===== src/rtl/wb2core_no_ifs_pkg.sv =====
// Shared types for the Wishbone-to-core-memory bridge.
// The bridge FSM tracks whether it is idle, has transfers in flight, or is discarding responses after an abort.
package wb2core_no_ifs_pkg;

  typedef enum logic [1:0] {
    W2C_IDLE,
    W2C_ACTIVE,
    W2C_DRAIN
  } wb2core_state_t;

endpackage


===== src/rtl/wb2core_no_ifs.sv =====
// Wishbone B4 pipelined slave that forwards requests to an Ibex-style req/gnt/rvalid memory port.
// Up to MAX_OUTSTANDING transfers may be in flight. Responses return as registered ack/err, and responses to an aborted cycle are drained.
module wb2core_no_ifs
  import wb2core_no_ifs_pkg::*;
#(
  parameter int AW              = 32,
  parameter int DW              = 32,
  parameter int MAX_OUTSTANDING = 2
) (
  input  logic            clk,
  input  logic            rst,
  input  logic            wb_cyc_i,
  input  logic            wb_stb_i,
  input  logic            wb_we_i,
  input  logic [AW-1:0]   wb_adr_i,
  input  logic [DW/8-1:0] wb_sel_i,
  input  logic [DW-1:0]   wb_dat_m_i,
  output logic            wb_stall_o,
  output logic            wb_ack_o,
  output logic            wb_err_o,
  output logic [DW-1:0]   wb_dat_s_o,
  output logic            core_req_o,
  input  logic            core_gnt_i,
  output logic            core_we_o,
  output logic [DW/8-1:0] core_be_o,
  output logic [AW-1:0]   core_addr_o,
  output logic [DW-1:0]   core_wdata_o,
  input  logic            core_rvalid_i,
  input  logic [DW-1:0]   core_rdata_i,
  input  logic            core_err_i
);

  localparam int            CW      = $clog2(MAX_OUTSTANDING + 1);
  localparam logic [CW-1:0] CNT_MAX = CW'(MAX_OUTSTANDING);

  wb2core_state_t state_q;
  logic [CW-1:0]  count_q;
  logic [CW-1:0]  count_d;
  logic           accept;
  logic           rsp_valid;
  logic           rsp_deliver;

  // The request side never looks at rvalid, so a full counter stalls even in a cycle where a slot frees up.
  assign core_req_o = ~rst & wb_cyc_i & wb_stb_i & (count_q < CNT_MAX) & (state_q != W2C_DRAIN);
  assign accept     = core_req_o & core_gnt_i;
  assign wb_stall_o = ~accept;

  assign core_addr_o  = wb_adr_i;
  assign core_we_o    = wb_we_i;
  assign core_be_o    = wb_sel_i;
  assign core_wdata_o = wb_dat_m_i;

  // A stray rvalid with nothing in flight is ignored entirely.
  assign rsp_valid   = core_rvalid_i & (count_q != '0);
  assign rsp_deliver = rsp_valid & wb_cyc_i & (state_q != W2C_DRAIN);

  always_comb begin
    // NOTE: assigning a default first keeps every path driven, so no latch is inferred.
    count_d = count_q;
    unique case ({accept, rsp_valid})
      2'b10:   count_d = count_q + CW'(1);
      2'b01:   count_d = count_q - CW'(1);
      default: count_d = count_q;
    endcase
  end

  always_ff @(posedge clk or posedge rst) begin
    if (rst) begin
      state_q    <= W2C_IDLE;
      count_q    <= '0;
      wb_ack_o   <= 1'b0;
      wb_err_o   <= 1'b0;
      wb_dat_s_o <= '0;
    end else begin
      // NOTE: non-blocking assignments make every register here see the pre-edge values, whatever the statement order.
      count_q  <= count_d;
      wb_ack_o <= rsp_deliver & ~core_err_i;
      wb_err_o <= rsp_deliver &  core_err_i;
      if (rsp_valid) begin
        wb_dat_s_o <= core_rdata_i;
      end

      unique case (state_q)
        W2C_IDLE: begin
          if (accept) begin
            state_q <= W2C_ACTIVE;
          end
        end
        W2C_ACTIVE: begin
          if (!wb_cyc_i) begin
            state_q <= (count_d != '0) ? W2C_DRAIN : W2C_IDLE;
          end else if (count_d == '0) begin
            state_q <= W2C_IDLE;
          end
        end
        W2C_DRAIN: begin
          if (count_d == '0) begin
            state_q <= W2C_IDLE;
          end
        end
        default: state_q <= W2C_IDLE;
      endcase
    end
  end

endmodule


===== config.mk =====
export PLATFORM = sky130hd
export DESIGN_NAME = wb2core_no_ifs
export DESIGN_NICKNAME = d
export VERILOG_FILES = /design/src/rtl/wb2core_no_ifs_pkg.sv /design/src/rtl/wb2core_no_ifs.sv
export SDC_FILE = /design/constraint.sdc
export NUM_CORES = 1
export LEC_CHECK = 0
export ABC_AREA = 1
export ABC_CLOCK_PERIOD_IN_PS = 1700
export CAP_MARGIN = 20
export CORE_MARGIN = 8
export CORE_UTILIZATION = 30
export DETAILED_ROUTE_END_ITERATION = 8
export DONT_BUFFER_PORTS = 1
export PLACE_DENSITY_LB_ADDON = 0.2
export SKIP_LAST_GASP = 1
export SLEW_MARGIN = 25
export SYNTH_ARGS = -nofsm -noshare
export SYNTH_HDL_FRONTEND = slang
export SYNTH_SLANG_ARGS = --single-unit

===== constraint.sdc =====
create_clock -name clk -period 1.7 [get_ports clk]
set_input_delay 0.17 -clock clk [delete_from_list [all_inputs] [get_ports clk]]
set_output_delay 0.17 -clock clk [all_outputs]
set_load 0.02 [all_outputs]

==> flow_summary.toml <==
[run_status]
status = "finished clean"

[yosys]
synth_top_area_cell = "dfrtp_1"
yosys_warnings = 0
netlist_area_mm2 = 0.00205
syn_avg_cell_area_um2 = 8.33
synth_area_leaders = "dfrtp_1, buf_4, nand2_1"
synth_fp_nets = 355
synth_seq_area_share_pct = 46.4
synth_cells = 246
synthDistinctLibCells = 16
ys_seq_elements = 38
synth_top_area_share_pct = 46.4

[sta]
period_minus_slack_ns = 1.58
final-hold-violation-count = 0
period_share_pct = 92.8
finalSetupViolations = 0
worst_pin_slew_ns = 0.503
relSlewSlack_pct = 66.4
timing.fmax_mhz = 634
tns_ns = 0
skew_ns = 0.00245
drv_slew = 0

[global_route]
grt_pass1_vias = 1508
grt_max_degree = 39
grt_pass1_wl_um = 7860
antenna_found_initial = 0
grt-ovfl-total = 0
grtUsageTotal_pct = 10.0

[critical_path]
crit_fanout = 2
end_kind = "flip-flop"
required_ns = 1.88
worst-setup-path-type = "reg -> reg"
start_kind = "flip-flop"
cp.arrival_ns = 1.76
r2r_slack_ns = 0.12

[floorplanning]
rows = 30
die_h_um = 98.7
start_util_pct = 30.5
die_w_um = 98.7
io_pins = 213
die_area_mm2 = 0.00973
placeableCoreArea_mm2 = 0.00672

[final_layout]
finalNonFillerCells = 302
diodes = 0
fin_nets = 330
syn2layout_area_growth_pct = 4.88
final_util_pct = 32.0
drive_gt1_share_pct = 13.5
post-route-cell-area_mm2 = 0.00215

[route]
vias_per_cell = 4.32
drt_first_pass_iters = 4
drt_iter0_drc = 37
wl_per_cell_um = 15.9
num_vias = 1305
finalWirelength_um = 4790
drc_errors = 0
drt.antenna.violating_nets = 0

[clock_tree]
clkSlewWorstSetupHoldPaths_ns = 0.07
clock_sinks = 38
clk_latency_ns = 0.28
root_buffer = "clkbuf_8"
cts_buffers = 5
htreeDepth = 2
clockBufferDepth = 2
cts_tree = "yes"

[placement]
hpwl_um = 3240
routabilityCongestion = 0.725
portBuffers = 0
placed_area_mm2 = 0.00167
dp_cells = 259

[power]
fin_total_pwr_w = 0.00390
peakVddDrop_mv = 0.568
leakage_nw = 1.12
pwr_density_cell_mw_per_mm2 = 1820

[run]
maxCapViolCount = 0

[worst_hold_path]
hp-class = "in -> reg"
-- worst max-delay path, cell delays in order (launching register included) --
cell     delay [ns]
dfrtp_1        0.39
inv_2          0.06
nand3_1        0.06
and2b_4        0.26
nand2_4        0.06
ha_4           0.28
xor2_2         0.17
nand3_2        0.10
nand2_1        0.06
nand2_1        0.05
-- state kept, by name (all words and copies together), names as in the netlist --
| signal | cells |
|---|---|
| state_q | 2 |
| wb_ack_o | 1 |
| wb_err_o | 1 |
| count_q | 2 |
| wb_dat_s_o | 32 |
-- path summary, 6_finish.rpt --
path,startpoint,endpoint,cells after the start
setup / recovery,count_q[1],state_q[0],9
hold / removal,core_gnt_i,state_q[0],2
setup reg to reg,count_q[1],state_q[0],9
hold reg to reg,state_q[0],state_q[0],3
max in group asynchronous,rst,wb_dat_s_o[13],3
min in group asynchronous,rst,wb_dat_s_o[15],3
-- final cells by class --
| class | count | area [um2] |
|---|---|---|
| fill | 711 | 4570 |
| clock inverter | 3 | 40.0 |
| timing repair buffer | 43 | 408 |
| clock buffer | 5 | 68.8 |
| tap | 80 | 100 |
| multi-input combinational | 122 | 537 |
| inverter | 11 | 45.0 |
| sequential | 38 | 951 |
-- logic make-up after synthesis --
group | count (synthesis) | share of synthesized area [%]
simple gates | 118 | 22.2
buf+inv | 86 | 29.7
flops | 38 | 46.4
compound gates | 2 | 0.671
xor+xnor | 1 | 0.427
fa+ha+maj | 1 | 0.610
-- what timing repair did --
action                     4_1_cts  5_1_grt
hold buffers                    34        0
setup endpoints to repair        0        2
hold endpoints to repair        72        0
buffers inserted                 0        1
gates resized for setup          0        5
-- layout by cell type, fill, tap and decap left out --
| cell type | count |
|---|---|
| clkbuf_8 | 5 |
| nand4_1 | 1 |
| ha_4 | 1 |
| nor3_1 | 1 |
| o21ai_2 | 1 |
| inv_1 | 7 |
| clkinv_2 | 2 |
| nand2_1 | 103 |
| bufinv_16 | 1 |
| buf_4 | 9 |
| nand2_2 | 1 |
| xor2_2 | 1 |
| nor2_1 | 6 |
| and2b_4 | 1 |
| inv_2 | 3 |
| nand3_1 | 2 |
| clkinvlp_4 | 1 |
| a21oi_2 | 1 |
| dfrtp_1 | 38 |
| dlygate4sd3_1 | 34 |
| nand3_2 | 2 |
| nand2_4 | 1 |
-- synth_stat cells --
master   instances
ha_1             1
xor2_1           1
a21oi_1          1
nand2_1        105
buf_2            3
o21ai_2          1
nand3_1          4
and2b_1          1
nor2_1           6
dfrtp_1         38
buf_4           69
inv_1           10
buf_6            3
nand4_1          1
inv_2            1
nor3_1           1
-- metrics by stage --
step	setup slack [ns]	hold WS, ns
after floorplan	-0.278	0.140
after global placement	0.0913	0.240
after detailed placement	0.0508	0.239
after CTS	0.0243	0.0170
after global routing	-0.00900	0.0620
final	0.123	0.0372
-- layer usage --
| metal | vias to the layer above | global-route usage (%) | share of wire [%] |
|---|---|---|---|
| li1 | 613 | - | - |
| met1 | 598 | 9.58 | 38 |
| met2 | 64 | 16.6 | 46 |
| met3 | 30 | 5.29 | 11 |
| met4 | 0 | 6.61 | 4.4 |
| met5 | - | 0 | 0 |
-- where the power goes --
group          total (W)  internal (W)  leakage, nW  switching, W
Sequential       0.00216       0.00133        0.475      0.000828
Clock           0.000756      0.000432       0.0579      0.000324
Combinational   0.000984      0.000419        0.588      0.000565
Total            0.00390       0.00219         1.12       0.00172
Note: power is estimated with default switching activity, not from simulation.
